===== config.mk =====
export PLATFORM = sky130hd
export DESIGN_NAME = latch_bank
export DESIGN_NICKNAME = d
export VERILOG_FILES = /design/src/rtl/latch_bank_pkg.sv /design/src/rtl/latch_bank_cell.sv /design/src/rtl/latch_bank.sv
export SDC_FILE = /design/constraint.sdc
export NUM_CORES = 1
export LEC_CHECK = 0
export ABC_AREA = 1
export CAP_MARGIN = 5
export CELL_PAD_IN_SITES_DETAIL_PLACEMENT = 0
export CELL_PAD_IN_SITES_GLOBAL_PLACEMENT = 1
export CORE_MARGIN = 2
export CORE_UTILIZATION = 30
export DETAILED_ROUTE_END_ITERATION = 8
export HOLD_SLACK_MARGIN = 0.02
export PLACE_DENSITY = 0.88
export SLEW_MARGIN = 20
export SYNTH_ARGS = -nofsm -noshare
export SYNTH_HDL_FRONTEND = slang
export SYNTH_SLANG_ARGS = --single-unit

===== constraint.sdc =====
create_clock -name Clk -period 2 [get_ports Clk]
set_input_delay 0.4 -clock Clk [delete_from_list [all_inputs] [get_ports Clk]]
set_output_delay 0.4 -clock Clk [all_outputs]
set_load 0.005 [all_outputs]

===== src/rtl/latch_bank_pkg.sv =====
// Shared definitions for the latch bank: mode encodings and read-index sizing.
package latch_bank_pkg;

    typedef enum logic [1:0] {
        MODE_LOAD  = 2'b00,
        MODE_HOLD  = 2'b01,
        MODE_SHIFT = 2'b10,
        MODE_CLEAR = 2'b11
    } mode_e;

    // The read index is sized so that an out-of-range channel number can always
    // be expressed, even when CHANNELS is an exact power of two.
    function automatic int sel_width(input int channels);
        return $clog2(channels + 1);
    endfunction

endpackage


===== src/rtl/latch_bank_cell.sv =====
// One WIDTH-bit storage channel: next-value mux, register, complement output
// and a one-cycle change pulse.
module latch_cell
    import latch_bank_pkg::*;
#(
    parameter int WIDTH = 8
) (
    input  logic             clk,
    input  logic             rst,
    input  mode_e            mode,
    input  logic             load_en,
    input  logic             shift_en,
    input  logic [WIDTH-1:0] d,
    input  logic [WIDTH-1:0] shift_in,
    output logic [WIDTH-1:0] q_next,
    output logic [WIDTH-1:0] q,
    output logic [WIDTH-1:0] qn,
    output logic             changed
);

    always_comb begin
        q_next = q;
        case (mode)
            MODE_LOAD:  if (load_en)  q_next = d;
            MODE_HOLD:  q_next = q;
            MODE_SHIFT: if (shift_en) q_next = shift_in;
            MODE_CLEAR: if (load_en)  q_next = '0;
            default:    q_next = q;
        endcase
    end

    // Reset clears the pulse as well, so returning to zero never reports a change.
    always_ff @(posedge clk) begin
        if (rst) begin
            q       <= '0;
            changed <= 1'b0;
        end else begin
            q       <= q_next;
            changed <= (q_next != q);
        end
    end

    assign qn = ~q;

endmodule


===== src/rtl/latch_bank.sv =====
// Bank of CHANNELS storage channels with load/hold/shift/clear modes and a
// registered single-channel read port.
module latch_bank
    import latch_bank_pkg::*;
#(
    parameter  int WIDTH    = 8,
    parameter  int CHANNELS = 4,
    localparam int SEL_W    = sel_width(CHANNELS)
) (
    input  logic                      Clk,
    input  logic                      Rst,
    input  logic [CHANNELS*WIDTH-1:0] D,
    input  logic [CHANNELS-1:0]       En,
    input  logic [1:0]                Mode,
    input  logic [SEL_W-1:0]          Sel,
    input  logic                      Rd_req,
    output logic [CHANNELS*WIDTH-1:0] Q,
    output logic [CHANNELS*WIDTH-1:0] Qn,
    output logic [CHANNELS-1:0]       Changed,
    output logic [WIDTH-1:0]          Rd_data,
    output logic                      Rd_valid
);

    mode_e            mode;
    logic [WIDTH-1:0] q_arr      [CHANNELS];
    logic [WIDTH-1:0] qn_arr     [CHANNELS];
    logic [WIDTH-1:0] q_next_arr [CHANNELS];
    logic [WIDTH-1:0] shift_src  [CHANNELS];
    logic [WIDTH-1:0] rd_next;

    assign mode = mode_e'(Mode);

    // En[0] gates the entire shift chain; channel 0 is fed from D.
    for (genvar i = 0; i < CHANNELS; i++) begin : g_chan
        if (i == 0) begin : g_head
            assign shift_src[i] = D[0 +: WIDTH];
        end else begin : g_body
            assign shift_src[i] = q_arr[i-1];
        end

        latch_cell #(.WIDTH(WIDTH)) u_cell (
            .clk      (Clk),
            .rst      (Rst),
            .mode     (mode),
            .load_en  (En[i]),
            .shift_en (En[0]),
            .d        (D[i*WIDTH +: WIDTH]),
            .shift_in (shift_src[i]),
            .q_next   (q_next_arr[i]),
            .q        (q_arr[i]),
            .qn       (qn_arr[i]),
            .changed  (Changed[i])
        );

        assign Q[i*WIDTH +: WIDTH]  = q_arr[i];
        assign Qn[i*WIDTH +: WIDTH] = qn_arr[i];
    end

    // Reads return the post-edge value, so they look at the next-state values.
    always_comb begin
        rd_next = '0;
        for (int i = 0; i < CHANNELS; i++) begin
            if (Sel == SEL_W'(i)) rd_next = q_next_arr[i];
        end
    end

    always_ff @(posedge Clk) begin
        if (Rst) begin
            Rd_valid <= 1'b0;
            Rd_data  <= '0;
        end else begin
            Rd_valid <= Rd_req;
            if (Rd_req) Rd_data <= rd_next;
        end
    end

endmodule


==> metrics <==
status=completed; GP Congestion=0.8908; die height=112.2 um; Syn Nets=669; Max Freq=0.5171 GHz; synth unique cells=22; measured slew at the worst slew-check pin=0.9808 ns; Syn Area/Cell=5.621 um^2; total power divided by cell area=525.0 nW/um^2; unrepaired setup endpoints after global routing=false; slowest library cell on the worst path=clkdlybuf4s50_1; routed len/inst=15.59 um; Max rail drop VDD=0.0002935 V; grt ovf=0; worst hold-check path type=flip-flop to flip-flop; hold path cells=2; Final Hold Fails=0; CTS buffer count=5; R2R depth=10; Seq cells post-synth=45; Slew Limit Fails=0; I/O Buffers=120; Worst Path Max Fanout=7; dominant cells by area after synthesis=dfxtp_1 26%, nand2_1 25%, nand3_1 15%, inv_1 10%, nor2_1 5.3%; antenna cells=0; WS Path Type=input pin to flip-flop; WP data required=2.17 ns; Residual DRC=0; fillcell total=1,211; final wirelength=14,260 um; TritonCTS clock tree=built; crit-path max cell delay=0.63 ns; CTS Sinks=45; R2R Path End=g_chan[3].u_cell.changed$_SDFF_PP0_; WP buf/inv=2; Hold Path End=Rd_data[6]$_SDFFE_PP0P_; initial DRC count=285; crit-path cells=clkdlybuf4s50_1 > buf_4 > nand2_1 > nand3_1 > nand3_1 > a21oi_1 > nand2_1 > nand2_1 > a21oi_2; I/O pin cnt=121; die area=12,590 um^2; Area Growth Syn to Fin=51.46%; Tot GR Track Use=0.2210; Leakage=2.717 nW; Final Non-Filler Cells=915; R2R Setup Slk=0.49 ns; placed cells=904; CTS Root Cell=clkbuf_16; most common cell after layout, fill and taps aside=nand2_1; vias=4,566; first-pass GRT wire length=22,470 um; Clock Skew=0.008779 ns; largest net degree at the start of global routing=25; cell area after synthesis=3513 um^2; Reg clk slew, reported paths=0.06 ns; share of cells above drive strength 1=0.09456; initial antenna violation count=0; Initial Utilization=0.3077; Synth top area share=0.2564; Final nets=815; Synth area leader=dfxtp_1; Skew-Pair Late Insertion Delay=0.29 ns; Rows=39; WP data arrival=2.10 ns; clock tree buffer depth=2; CP top delay family=buffers and inverters; max_cap viols=0; register area share after synthesis=0.2564; most frequent cells in the layout=237 x nand2_1, 118 x clkdlybuf4s50_1, 103 x nand3_1; final setup fails=0; Pre-antenna DRT Iters=6; most used cell, CP=nand2_1; HP Start=Rd_data[6]$_SDFFE_PP0P_; synthesized instance count=625; vias in the first global route=4,382; HPWL Detailed=11,190 um; CP endpoint kind=flip-flop; startpoint types=input pin; chip width=112.2 um; Rel. slew slack=0.3454; final period utilization=0.9668; worst hold slack=0.4665 ns; minimum clock period=1.934 ns; CORE AREA=11,420 um^2; vias per inst=4.990; setup TNS=0 ns; Final ANT Viol Nets=0; CTS H-tree depth=2; r2r startpoint=g_chan[2].u_cell.q[2]$_SDFF_PP0_; Ys Warns=0
-- layer usage --
metal / GRT usage / wire length, um / up-vias
met4: 0.06179 / 228 / 0
met3: 0.03024 / 818 / 19
li1: - / - / 2253
met2: 0.3944 / 6981 / 177
met1: 0.2786 / 6234 / 2117
met5: 0 / 0 / -
-- synthesized netlist by cell type --
cell type	instances
inv_1	94
nand3_1	105
clkbuf_1	3
buf_4	8
xor2_1	4
a21oi_2	4
dfxtp_1	45
nand2_1	238
buf_6	2
a21oi_1	13
nor2_1	50
nand4_1	28
inv_6	1
nand2_8	2
buf_1	2
nor2_4	3
buf_2	11
o21ai_4	3
a21boi_0	4
nor3_1	3
inv_4	1
clkinv_1	1
-- stage by stage --
step	util	power, mW	setup WS [ns]	cell area [um^2]
after global placement	0.4480	1.948	-0.2925	5115
after floorplan	-	1.483	0.4690	3513
after detailed placement	0.4480	1.955	-0.3321	5115
after global routing	0.4660	2.952	0.00002109	5321
final	0.4660	2.794	0.06632	5321
after CTS	0.4609	2.808	0.001248	5263
-- report_power, final --
part           internal, mW  switching [mW]
clock network         0.465           0.376
logic                 0.454           0.500
registers             0.949          0.0494
-- what timing repair did --
action | CTS | global route
pin swaps | 0 | 1
gates resized for setup | 1 | 12
hold buffers | 0 | 0
gates cloned | 0 | 0
buffers inserted | 0 | 3
endpoints found under the setup margin | 1 | 8
-- area by class of cell --
| cell class | instances | area (um^2) | share of cell area |
|---|---|---|---|
| sequential | 45 | 900.9 | 0.1693 |
| clock inverter | 2 | 15.01 | 0.002822 |
| inverter | 97 | 377.9 | 0.07101 |
| multi-input combinational | 457 | 2102 | 0.3950 |
| tap | 143 | 178.9 | 0.03362 |
| timing repair buffer | 165 | 1618 | 0.3040 |
| clock buffer | 6 | 128.9 | 0.02422 |
-- cells by family after synthesis --
family / share of synthesized area
AO/OA/AOI/OAI: 0.05093
buffers and inverters: 0.1503
AND/OR/NAND/NOR: 0.5324
XOR/XNOR: 0.009970
flip-flops: 0.2564
-- worst reg2reg max path, cell delays in order (launching register included) --
cell	delay, ns
dfxtp_1	0.34
inv_1	0.17
nand2_1	0.11
nand3_1	0.13
nand3_2	0.15
nand2_1	0.09
nand2_1	0.06
nor2_2	0.11
nand2_1	0.06
nor2_1	0.10
nor2_1	0.06
-- worst max path at each step --
stage | startpoint | end | cells after the start
global route | En[2] | g_chan[2].u_cell.changed$_SDFF_PP0_ | 12
floorplan | En[0] | g_chan[1].u_cell.changed$_SDFF_PP0_ | 12
global placement | En[0] | g_chan[3].u_cell.changed$_SDFF_PP0_ | 11
finish | En[1] | Rd_data[7]$_SDFFE_PP0P_ | 9
detailed placement | En[0] | g_chan[3].u_cell.changed$_SDFF_PP0_ | 11
CTS | En[0] | g_chan[3].u_cell.changed$_SDFF_PP0_ | 12
-- state kept, by name, indices dropped and copies added (netlist names) --
register / count
g_chan.u_cell.changed: 4
Rd_valid: 1
g_chan.u_cell.q: 32
Rd_data: 8
Power figures use the tool's default switching activity.
